**config.mk**
```make
export PLATFORM = sky130hd
export DESIGN_NAME = ps2_keymap_decoder
export DESIGN_NICKNAME = d
export VERILOG_FILES = /design/src/rtl/ps2_keymap_decoder_pkg.sv /design/src/rtl/ps2_keymap_decoder_rx.sv /design/src/rtl/ps2_keymap_decoder.sv
export SDC_FILE = /design/constraint.sdc
export NUM_CORES = 1
export LEC_CHECK = 0
export ABC_AREA = 1
export CAP_MARGIN = 20
export CORE_MARGIN = 4
export CORE_UTILIZATION = 40
export DETAILED_ROUTE_END_ITERATION = 7
export HOLD_SLACK_MARGIN = 0.15
export PLACE_DENSITY = 0.54
export SETUP_SLACK_MARGIN = 0.4
export SYNTH_ARGS = -nofsm -noshare
export SYNTH_HDL_FRONTEND = slang
export SYNTH_HIERARCHICAL = 1
export SYNTH_SLANG_ARGS = --single-unit
```
**constraint.sdc**
```tcl
create_clock -name clk -period 2.7 [get_ports clk]
set_input_delay 0.405 -clock clk [delete_from_list [all_inputs] [get_ports clk]]
set_output_delay 0.405 -clock clk [all_outputs]
set_load 0.005 [all_outputs]
```
**src/rtl/ps2_keymap_decoder_pkg.sv**
```systemverilog
// Shared constants for the PS/2 keymap decoder: scancodes, action indices,
// prefix FSM encoding, default two-player keymap and the parity helper.
package ps2_keymap_decoder_pkg;

  // Prefix and key scancodes (set 2)
  localparam logic [7:0] SC_E0    = 8'hE0;
  localparam logic [7:0] SC_F0    = 8'hF0;
  localparam logic [7:0] SC_W     = 8'h1D;
  localparam logic [7:0] SC_A     = 8'h1C;
  localparam logic [7:0] SC_S     = 8'h1B;
  localparam logic [7:0] SC_D     = 8'h23;
  localparam logic [7:0] SC_SPACE = 8'h29;
  localparam logic [7:0] SC_UP    = 8'h75;
  localparam logic [7:0] SC_DOWN  = 8'h72;
  localparam logic [7:0] SC_LEFT  = 8'h6B;
  localparam logic [7:0] SC_RIGHT = 8'h74;
  localparam logic [7:0] SC_ENTER = 8'h5A;

  // Action indices inside one player's 5-bit group
  localparam int ACT_UP      = 0;
  localparam int ACT_DOWN    = 1;
  localparam int ACT_LEFT    = 2;
  localparam int ACT_RIGHT   = 3;
  localparam int ACT_FIRE    = 4;
  localparam int NUM_ACTIONS = 5;

  // Keymap entry width: {ext, code}
  localparam int KEY_W = 9;

  // "No direction remembered" marker for the exclusive resolver
  localparam logic [2:0] DIR_NONE = 3'd4;

  // Prefix tracker states
  typedef enum logic [1:0] {
    PFX_IDLE    = 2'd0,
    PFX_EXT     = 2'd1,
    PFX_BRK     = 2'd2,
    PFX_EXT_BRK = 2'd3
  } pfx_state_t;

  // Default map, MSB entry first: P2 fire,right,left,down,up then P1 fire..up
  localparam logic [89:0] DEFAULT_KEYMAP = {
    1'b0, SC_ENTER, 1'b1, SC_RIGHT, 1'b1, SC_LEFT, 1'b1, SC_DOWN, 1'b1, SC_UP,
    1'b0, SC_SPACE, 1'b0, SC_D,     1'b0, SC_A,    1'b0, SC_S,    1'b0, SC_W
  };

  // Odd parity holds when data plus parity bit contain an odd number of ones
  function automatic logic odd_parity_ok(input logic [8:0] data_and_parity);
    return ^data_and_parity;
  endfunction

endpackage

```
**src/rtl/ps2_keymap_decoder_rx.sv**
```systemverilog
// PS/2 receiver: synchronises and debounces kclk/kdata, frames 11-bit
// packets on filtered kclk falls, checks start/stop/parity and aborts stalled
// frames. Emits registered frame_valid/scancode/frame_err pulses.
module ps2_rx
  import ps2_keymap_decoder_pkg::*;
#(
  parameter int FILTER_LEN  = 4,
  parameter int TIMEOUT_CYC = 200000
) (
  input  logic       clk,
  input  logic       rst,
  input  logic       kclk,
  input  logic       kdata,
  output logic       frame_valid,
  output logic [7:0] scancode,
  output logic       frame_err
);

  localparam int FW = (FILTER_LEN > 1) ? $clog2(FILTER_LEN + 1) : 1;
  localparam int TW = $clog2(TIMEOUT_CYC + 1);

  logic [1:0]    kclk_sync;
  logic [1:0]    kdata_sync;
  logic          kclk_filt;
  logic          kdata_filt;
  logic          kclk_filt_d;
  logic [FW-1:0] kclk_cnt;
  logic [FW-1:0] kdata_cnt;
  logic [9:0]    shreg;
  logic [3:0]    bit_cnt;
  logic [TW-1:0] timer;

  logic          fall;
  logic [10:0]   word;
  logic          word_ok;
  logic          timeout;

  // Two-flop synchronisers; idle PS/2 lines are high
  always_ff @(posedge clk) begin
    if (rst) begin
      kclk_sync  <= 2'b11;
      kdata_sync <= 2'b11;
    end else begin
      kclk_sync  <= {kclk_sync[0], kclk};
      kdata_sync <= {kdata_sync[0], kdata};
    end
  end

  // Debounce: a filtered line follows only after FILTER_LEN differing samples in a row
  always_ff @(posedge clk) begin
    if (rst) begin
      kclk_filt   <= 1'b1;
      kdata_filt  <= 1'b1;
      kclk_cnt    <= {FW{1'b0}};
      kdata_cnt   <= {FW{1'b0}};
      kclk_filt_d <= 1'b1;
    end else begin
      kclk_filt_d <= kclk_filt;
      if (kclk_sync[1] == kclk_filt) begin
        kclk_cnt <= {FW{1'b0}};
      end else if (kclk_cnt == FW'(FILTER_LEN - 1)) begin
        kclk_filt <= kclk_sync[1];
        kclk_cnt  <= {FW{1'b0}};
      end else begin
        kclk_cnt <= kclk_cnt + FW'(1);
      end
      if (kdata_sync[1] == kdata_filt) begin
        kdata_cnt <= {FW{1'b0}};
      end else if (kdata_cnt == FW'(FILTER_LEN - 1)) begin
        kdata_filt <= kdata_sync[1];
        kdata_cnt  <= {FW{1'b0}};
      end else begin
        kdata_cnt <= kdata_cnt + FW'(1);
      end
    end
  end

  // Falling edge, completed word and frame checks
  always_comb begin
    fall    = kclk_filt_d & ~kclk_filt;
    word    = {kdata_filt, shreg};
    word_ok = (word[0] == 1'b0) && (word[10] == 1'b1) && odd_parity_ok(word[9:1]);
    timeout = (bit_cnt != 4'd0) && (timer == TW'(TIMEOUT_CYC - 1));
  end

  // Bit collection, frame completion and stall timeout
  always_ff @(posedge clk) begin
    if (rst) begin
      bit_cnt     <= 4'd0;
      shreg       <= 10'd0;
      timer       <= {TW{1'b0}};
      frame_valid <= 1'b0;
      frame_err   <= 1'b0;
      scancode    <= 8'h00;
    end else begin
      frame_valid <= 1'b0;
      frame_err   <= 1'b0;
      if (fall) begin
        timer <= {TW{1'b0}};
        if (bit_cnt == 4'd10) begin
          bit_cnt <= 4'd0;
          if (word_ok) begin
            frame_valid <= 1'b1;
            scancode    <= word[8:1];
          end else begin
            frame_err <= 1'b1;
          end
        end else begin
          bit_cnt <= bit_cnt + 4'd1;
          shreg   <= {kdata_filt, shreg[9:1]};
        end
      end else if (timeout) begin
        bit_cnt   <= 4'd0;
        timer     <= {TW{1'b0}};
        frame_err <= 1'b1;
      end else if (bit_cnt != 4'd0) begin
        timer <= timer + TW'(1);
      end else begin
        timer <= {TW{1'b0}};
      end
    end
  end

endmodule

```
**src/rtl/ps2_keymap_decoder.sv**
```systemverilog
// PS/2 keyboard front end for the tank game: receives bytes, tracks E0/F0
// prefixes, maps key events onto per-player held actions and optionally
// reduces each player's directions to a single active one.
module ps2_keymap_decoder
  import ps2_keymap_decoder_pkg::*;
#(
  parameter int                          NUM_PLAYERS   = 2,
  parameter logic [NUM_PLAYERS*45-1:0]   KEYMAP        = DEFAULT_KEYMAP,
  parameter int                          FILTER_LEN    = 4,
  parameter int                          TIMEOUT_CYC   = 200000,
  parameter int                          DIR_EXCLUSIVE = 1
) (
  input  logic                     clk,
  input  logic                     rst,
  input  logic                     kclk,
  input  logic                     kdata,
  output logic [NUM_PLAYERS*5-1:0] act_held,
  output logic [NUM_PLAYERS-1:0]   fire_pulse,
  output logic                     frame_valid,
  output logic [7:0]               scancode,
  output logic                     frame_err
);

  localparam int NA = NUM_PLAYERS * NUM_ACTIONS;

  pfx_state_t                   state;
  pfx_state_t                   state_next;
  logic                         ev_valid;
  logic                         ev_ext;
  logic                         ev_brk;
  logic [NA-1:0]                held;
  logic [NA-1:0]                held_next;
  logic [NA-1:0]                act_next;
  logic [NUM_PLAYERS-1:0]       fire_next;
  logic [NUM_PLAYERS-1:0][2:0]  last_dir;
  logic [NUM_PLAYERS-1:0][2:0]  last_dir_next;
  logic [2:0]                   sel;

  ps2_rx #(
    .FILTER_LEN (FILTER_LEN),
    .TIMEOUT_CYC(TIMEOUT_CYC)
  ) u_rx (
    .clk        (clk),
    .rst        (rst),
    .kclk       (kclk),
    .kdata      (kdata),
    .frame_valid(frame_valid),
    .scancode   (scancode),
    .frame_err  (frame_err)
  );

  // Prefix tracker: accumulate E0/F0 flags, emit a key event on any other byte
  always_comb begin
    state_next = state;
    ev_valid   = 1'b0;
    ev_ext     = 1'b0;
    ev_brk     = 1'b0;
    if (frame_err) begin
      state_next = PFX_IDLE;
    end else if (frame_valid) begin
      case (state)
        PFX_IDLE: begin
          if (scancode == SC_E0) begin
            state_next = PFX_EXT;
          end else if (scancode == SC_F0) begin
            state_next = PFX_BRK;
          end else begin
            ev_valid   = 1'b1;
            state_next = PFX_IDLE;
          end
        end
        PFX_EXT: begin
          if (scancode == SC_E0) begin
            state_next = PFX_EXT;
          end else if (scancode == SC_F0) begin
            state_next = PFX_EXT_BRK;
          end else begin
            ev_valid   = 1'b1;
            ev_ext     = 1'b1;
            state_next = PFX_IDLE;
          end
        end
        PFX_BRK: begin
          if (scancode == SC_E0) begin
            state_next = PFX_EXT_BRK;
          end else if (scancode == SC_F0) begin
            state_next = PFX_BRK;
          end else begin
            ev_valid   = 1'b1;
            ev_brk     = 1'b1;
            state_next = PFX_IDLE;
          end
        end
        PFX_EXT_BRK: begin
          if ((scancode == SC_E0) || (scancode == SC_F0)) begin
            state_next = PFX_EXT_BRK;
          end else begin
            ev_valid   = 1'b1;
            ev_ext     = 1'b1;
            ev_brk     = 1'b1;
            state_next = PFX_IDLE;
          end
        end
        default: state_next = PFX_IDLE;
      endcase
    end else begin
      state_next = state;
    end
  end

  // Keymap match: every matching entry is set on make or cleared on break
  always_comb begin
    held_next     = held;
    last_dir_next = last_dir;
    fire_next     = {NUM_PLAYERS{1'b0}};
    if (ev_valid) begin
      for (int i = 0; i < NA; i++) begin
        if (KEYMAP[i*KEY_W +: KEY_W] == {ev_ext, scancode}) begin
          if (ev_brk) begin
            held_next[i] = 1'b0;
          end else begin
            held_next[i] = 1'b1;
            if ((i % NUM_ACTIONS) == ACT_FIRE) begin
              // Typematic repeats arrive with the bit already set: no pulse
              fire_next[i / NUM_ACTIONS] = fire_next[i / NUM_ACTIONS] | ~held[i];
            end else begin
              last_dir_next[i / NUM_ACTIONS] = 3'(i % NUM_ACTIONS);
            end
          end
        end else begin
          held_next[i] = held_next[i];
        end
      end
    end else begin
      held_next = held;
    end
  end

  // Direction resolver: latest still-held make wins, else lowest held index
  always_comb begin
    act_next = held_next;
    sel      = DIR_NONE;
    if (DIR_EXCLUSIVE != 0) begin
      for (int p = 0; p < NUM_PLAYERS; p++) begin
        sel = DIR_NONE;
        for (int a = ACT_RIGHT; a >= ACT_UP; a--) begin
          if (held_next[p*NUM_ACTIONS + a]) begin
            sel = 3'(a);
          end else begin
            sel = sel;
          end
        end
        if ((last_dir_next[p] != DIR_NONE) &&
            held_next[p*NUM_ACTIONS + int'(last_dir_next[p])]) begin
          sel = last_dir_next[p];
        end else begin
          sel = sel;
        end
        for (int a = ACT_UP; a <= ACT_RIGHT; a++) begin
          act_next[p*NUM_ACTIONS + a] = (sel == 3'(a));
        end
      end
    end else begin
      act_next = held_next;
    end
  end

  // State, held bitmap and registered action outputs
  always_ff @(posedge clk) begin
    if (rst) begin
      state      <= PFX_IDLE;
      held       <= {NA{1'b0}};
      last_dir   <= {NUM_PLAYERS{DIR_NONE}};
      act_held   <= {NA{1'b0}};
      fire_pulse <= {NUM_PLAYERS{1'b0}};
    end else begin
      state      <= state_next;
      held       <= held_next;
      last_dir   <= last_dir_next;
      act_held   <= act_next;
      fire_pulse <= fire_next;
    end
  end

endmodule

```
### Word-level counts from Yosys, hierarchy flattened

Index checks and enable logic that the tools add are counted.

* register bits after elaboration: 85
* output and inout bits: 22
* logic and storage cells: 164
* input port bits: 4

* bitwise gates (word level): 13
* $lt $le $gt $ge: 2
* reduce and logical (&&, ||, !) cells: 24
* equality and inequality tests: 29
* $add $sub $neg: 5
* mux-type cells: 71

Operator list (number)
* 3-bit two-way mux: 26
* 9-bit equality test, first input constant: 4
* 1-bit two-way mux: 28
* 5-bit by 9-bit equality test with 1-bit output, first input constant: 3
* 18-bit by 1-bit adder with 18-bit output, second input constant: 1
* 18-bit equality test, second input constant: 1
* 3-bit by 2-bit equality test with 1-bit output, second input constant: 6
* 6-bit by 9-bit equality test with 1-bit output, first input constant: 2
* 8-bit equality test, second input constant: 2
* 2-bit two-way mux: 6
* 4-bit two-way mux: 3
* 1-bit inverter: 12
* 3-bit OR reduction: 4
* 4-bit OR reduction: 3
* 10-bit two-way mux: 1
* 7-bit by 9-bit equality test with 1-bit output, first input constant: 1
* 9-bit parity: 1
* 2-bit case mux with 4 select lines: 1
* 3-bit by 1-bit adder with 3-bit output, second input constant: 2
* 3-bit by 1-bit equality test with 1-bit output, second input constant: 2
* 3-bit zero test: 2
* 6-bit two-way mux: 1
* 3-bit inequality test, second input constant: 2
* 1-bit case mux with 2 select lines: 3
* 19 further kinds: 27

### Logic depth before layout (Yosys ltp)

* word-level depth: 22
* gate-level depth with buffers: 22
* depth with buffers taken out: 22

### Modules after synthesis

Netlist, hierarchy kept.

By module, submodules not included
* ps2_rx: seq. area each 1101.1 um2, cells each 334, area each 2476.1 um2, times used 1
* ps2_keymap_decoder: seq. area each 560.5 um2, cells each 284, area each 1921.8 um2, times used 1

### Worst setup path after synthesis

Ideal clock, no wire load.

* path type: flip-flop to flip-flop
* start: reg u_rx.scancode[6]
* end: reg act_held[5]
* setup time: 0.113 ns
* clock period less this slack: 2.475 ns
* data required time: 2.587 ns
* stages on the path, launching flop included: 18
* slack: 0.225 ns
* path buffers: 0
* arrival: 2.362 ns
* cell sequence: dfxtp_1 -> inv_1 -> nor2_1 -> nand2_1 -> nor2_1 -> o2111ai_1 -> nand2_1 -> nand2_4 -> ha_1 -> inv_1 -> nand2_1 -> nor2_2 -> o21ai_4 -> nand3_4 -> nand2_1 -> nand2_1 -> nand2_1 -> nor2_1

* cells in the longest elaborated chain, start to end: 22
* elaborated cells between the ends (all ways): 58
* those cells by class: add/sub (1); eq/ne (13); mux (41); reduce/logical (3)

RTL lines
* from (decl): RTL line ps2_keymap_decoder_rx.sv:15 `output logic [7:0] scancode,`
* from (signal assigned): RTL line ps2_keymap_decoder_rx.sv:104 `scancode <= word[8:1];`
* 8-bit equality test, on equally long branches
* 1-bit two-way mux or 1-bit logical OR (tied branches)
* 1-bit two-way mux, on equally long branches: RTL line ps2_keymap_decoder.sv:73, ps2_keymap_decoder.sv:95
* 1-bit case mux with 2 select lines: RTL line ps2_keymap_decoder.sv:61 `case (state)`
* 1-bit two-way mux: RTL line ps2_keymap_decoder.sv:60 `end else if (frame_valid) begin`
* 1-bit two-way mux: RTL line ps2_keymap_decoder.sv:58 `if (frame_err) begin`
* 9-bit equality test or 3-bit two-way mux (tied branches): RTL line ps2_keymap_decoder.sv:118, ps2_keymap_decoder.sv:119
* 3-bit two-way mux: RTL line ps2_keymap_decoder.sv:118 `if (KEYMAP[i*KEY_W +: KEY_W] == {ev_ext, scancode}) begin`
* [5 not listed]
* 3-bit two-way mux: RTL line ps2_keymap_decoder.sv:118
* 6-bit two-way mux: RTL line ps2_keymap_decoder.sv:116 `if (ev_valid) begin`
* 3-bit by 3-bit adder with 4-bit output: RTL line ps2_keymap_decoder.sv:154 `held_next[p*NUM_ACTIONS + int'(last_dir_next[p])]) begin`
* 1-bit binary-select mux with 4-bit select: RTL line ps2_keymap_decoder.sv:154
* 1-bit two-way mux (implied by the code) (2 in a row): RTL line ps2_keymap_decoder.sv:154
* 1-bit logical AND: RTL line ps2_keymap_decoder.sv:153 `if ((last_dir_next[p] != DIR_NONE) &&`
* 3-bit two-way mux (*): RTL line ps2_keymap_decoder.sv:153
* 3-bit zero test (*): RTL line ps2_keymap_decoder.sv:160 `act_next[p*NUM_ACTIONS + a] = (sel == 3'(a));`
* to (signal assigned): RTL line ps2_keymap_decoder.sv:174 `act_held <= {NA{1'b0}};`
* to (signal assigned): RTL line ps2_keymap_decoder.sv:180 `act_held <= act_next;`
* to (decl): RTL line ps2_keymap_decoder.sv:17 `output logic [NUM_PLAYERS*5-1:0] act_held,`

Mark *: on every way between the ends. The rest lies on a longest branch, timed or not. The select of a mux whose other input is x is not followed.
A chain may end at the register's enable or synchronous reset.

### Final worst setup path

* start: reg u_rx.scancode[1]
* end: reg act_held[6]

* cells in the longest elaborated chain, start to end: 22
* elaborated cells between the ends (all ways): 58
* those cells by class: add/sub (1); eq/ne (14); mux (41); reduce/logical (2)

RTL lines (RTL line)
* 8-bit equality test, on equally long branches
* 1-bit two-way mux or 1-bit logical OR (tied branches)
* 1-bit two-way mux, on equally long branches: ps2_keymap_decoder.sv:73, ps2_keymap_decoder.sv:95
* 1-bit case mux with 2 select lines: ps2_keymap_decoder.sv:61
* 1-bit two-way mux: ps2_keymap_decoder.sv:60
* 1-bit two-way mux: ps2_keymap_decoder.sv:58
* 9-bit equality test or 3-bit two-way mux (tied branches): ps2_keymap_decoder.sv:118, ps2_keymap_decoder.sv:119
* 3-bit two-way mux: ps2_keymap_decoder.sv:118
* [5 not listed]
* 3-bit two-way mux: ps2_keymap_decoder.sv:118
* 6-bit two-way mux: ps2_keymap_decoder.sv:116
* 3-bit by 3-bit adder with 4-bit output: ps2_keymap_decoder.sv:154
* 1-bit binary-select mux with 4-bit select: ps2_keymap_decoder.sv:154
* 1-bit two-way mux (implied by the code) (2 in a row): ps2_keymap_decoder.sv:154
* 1-bit logical AND: ps2_keymap_decoder.sv:153
* 3-bit two-way mux (*): ps2_keymap_decoder.sv:153
* 3-bit by 1-bit equality test with 1-bit output (*): ps2_keymap_decoder.sv:160

Marked as above.

==> results.ini <==
[drt]
first_iter_violations = 200
postRouteWirelength_um = 10000
drtAntennaViolNets = 0
routedWlPerCell_um = 12.1
dr.pass1.iters = 4
via_per_inst = 4.82
num_vias = 3974
drcViolationCount = 0

[logic_synthesis]
synth-simple-area-share_pct = 40.8
syn_nets = 631
yosys_warnings = 6
syn_area_um2 = 4400
synth.distinct_cells = 40
synthAdderAreaFrac_pct = 2.56
async_flop_share_pct = 0
synth_compound_area_share_pct = 8.14
yosys.area.top_type = dfxtp_1
synthMuxAreaShare_pct = 0
synth_top_family_by_area = simple AND/OR/NAND/NOR gates
synth_seq_area_share_pct = 37.8
ys_seq_elements = 83
synth_top_cell_area_share_pct = 37.8
synthXorXnorAreaFrac_pct = 1.99
synth_flop_cell = dfxtp_1
syn_inst = 618
synth_edf_count = 0
synth_commonest_cells = nand2_1, nor2_1, dfxtp_1
synthMostInstantiatedCell = nand2_1
avgSynthCellArea_um2 = 7.12
synth_area_leaders = dfxtp_1, nand2_1, nor2_1

[grt]
grt_pass1_wl_um = 17300
antenna_found_initial = 0
grt_usage_pct = 16.6
grt_pass1_vias = 3814
grt_max_degree = 22
grt-ovfl-total = 0

[floorplanning]
start_util_pct = 40.7
coreArea_um2 = 10800
die-height_um = 113
fp.dieW_um = 113
die-area_um2 = 12700
rows = 38
io_pins = 26

[final_layout]
fin_cells = 825
nets = 694
layout-drive-gt1-share_pct = 26.4
postLayoutCellArea_um2 = 5490
fin_util_pct = 50.9
n_fill_cell = 1069
synthToLayoutAreaGrowth_pct = 24.8
diodes = 0

[cts]
cts_root_buf = clkbuf_8
cts_max_level = 3
clockBufferDepth = 2
cts.sinks = 83
cts_tree = built
cts_inserted_buffers = 9
path_clk_slew_ns = 0.09
clkLatencyLatePin_ns = 0.37

[critical_path]
crit_path_max_fanout = 6
cp-start-kind = register
cp.required_ns = 2.96
critical_path_class = register to register
endpoint_kind = register
worstPathArrival_ns = 2.70

[pwr]
leakage_uw = 0.00224
ir_worst_vdd_mv = 0.285
powerDensity_nw_per_um2 = 404

[placement]
dp_slack_ns = 0.145
gp_congestion = 0.881
port_buffers = 25
place_hpwl_um = 7130
dpl-instance-area_um2 = 4850
dpl.cell_count = 778

[sta]
slew_violations = 0
rsz0062_at_grt = yes
worst_pin_slew_ns = 0.622
fin_crit_ns = 2.44
fin_crit_sh_pct = 90.2
skew_ns = 0.0136
max_slew_margin_pct = 58.4
setup_viol_count_final = 0
tns_ns = 0
worst_slack_ns = 0.264
hold_viol_final = 0
fmax_mhz = 410

[status]
status = complete, no violations

[hold_path]
hold_class = register to register

[flow_run]
drv_cap = 0

-- final timing paths --
check	startpoint	to	slack (ns)	cells past startpoint
worst max-delay path	u_rx/scancode[1]$_SDFFE_PP0P_	act_held[6]$_SDFF_PP0_	0.26	21
worst min-delay path	u_rx/kclk_sync[0]$_SDFF_PP1_	u_rx/kclk_sync[1]$_SDFF_PP1_	0.41	1
worst max register to register	u_rx/scancode[1]$_SDFFE_PP0P_	act_held[6]$_SDFF_PP0_	0.26	21
worst min register to register	u_rx/kclk_sync[0]$_SDFF_PP1_	u_rx/kclk_sync[1]$_SDFF_PP1_	0.41	1
-- power breakdown --
part | internal (uW) | switching (uW)
combinational | 11.5 | 19.3
clock | 514 | 454
sequential | 1220 | 1.61
total | 1750 | 475
-- cells in the final DEF (no fill, tap or decap), types with 2 or more instances in the layout --
cell / count
clkbuf_8: 9
xnor2_1: 2
bufinv_16: 2
a2111oi_0: 2
nand3b_1: 2
o21a_1: 2
o21ai_0: 15
inv_2: 17
nand3_2: 13
nand3_4: 3
xor2_1: 8
inv_6: 2
nor2_1: 83
dfxtp_4: 7
nor3_1: 5
nand2_2: 32
or2_2: 7
dfxtp_1: 75
o21ai_1: 2
nand4_1: 16
clkdlybuf4s50_1: 25
clkinv_2: 2
nor2_2: 10
nor4_4: 2
nand3_1: 26
nor4_1: 5
buf_4: 40
nor3_2: 2
nand4_4: 2
nand2_4: 9
o211ai_1: 3
ha_1: 8
nor2_4: 9
inv_4: 2
nand2_1: 132
o2111ai_1: 2
inv_1: 60
a21oi_1: 29
-- worst max-delay path: stages, from the launching register on --
cell	delay (ns)
dfxtp_4	0.40
inv_4	0.05
nand2_4	0.08
nor2_4	0.05
nand2_2	0.07
nand3_2	0.09
nor2_4	0.18
o2111ai_2	0.15
nand2_2	0.14
nand2_4	0.07
ha_4	0.29
inv_2	0.04
nand2_1	0.05
nand2_1	0.04
nand2_1	0.05
nand2_1	0.08
nand2_4	0.10
nand3_4	0.12
nand2_1	0.09
nand2_2	0.05
nand2_1	0.07
nor2_1	0.04
-- registers in the layout, indices dropped and copies added (netlist names), 2 cells and up --
register,cells
act_held,10
fire_pulse,2
held,8
last_dir,6
state,2
u_rx/bit_cnt,4
u_rx/kclk_cnt,3
u_rx/kclk_sync,2
u_rx/kdata_cnt,3
u_rx/kdata_sync,2
u_rx/scancode,8
u_rx/shreg,10
u_rx/timer,18
-- cells by family after synthesis --
kind of cell             Yosys count
adder cells (fa/ha/maj)            9
buffers and inverters             95
AND/OR/NAND/NOR                  362
flip-flops                        83
XOR/XNOR                          10
AO/OA/AOI/OAI                     59
-- per-stage QoR --
step / hold WS (ns) / power (uW)
global route: 0.439 / 2310
finish: 0.414 / 2220
global placement: 0.394 / 1290
floorplan: 0.389 / 1270
CTS: 0.414 / 2260
detailed placement: 0.394 / 1290
-- cell type report --
cell class                      instances  area (um^2)  area share, %
Tap cell                              140          175           3.19
Clock buffer                           10          128           2.33
Timing Repair Buffer                   65          551           10.0
Clock inverter                          5         78.8           1.44
Multi-Input combinational cell        440         2540           46.3
Inverter                               82          327           5.95
Sequential cell                        83         1690           30.8
-- routing by layer --
metal	vias to the layer above	wire length, um	GRT usage, %
met4	0	226	6.33
met5	-	0	0
met2	58	4610	27.3
li1	2091	-	-
met1	1803	4810	21.3
met3	22	360	3.96
-- timing repair --
action / in CTS / in global routing
hold buffers: 0 / 0
setup endpoints to repair: 8 / 8
setup buffers: 23 / 9
pin swaps: 29 / 26
resized for setup: 30 / 29
No activity file was read; power rests on OpenSTA's default activity.
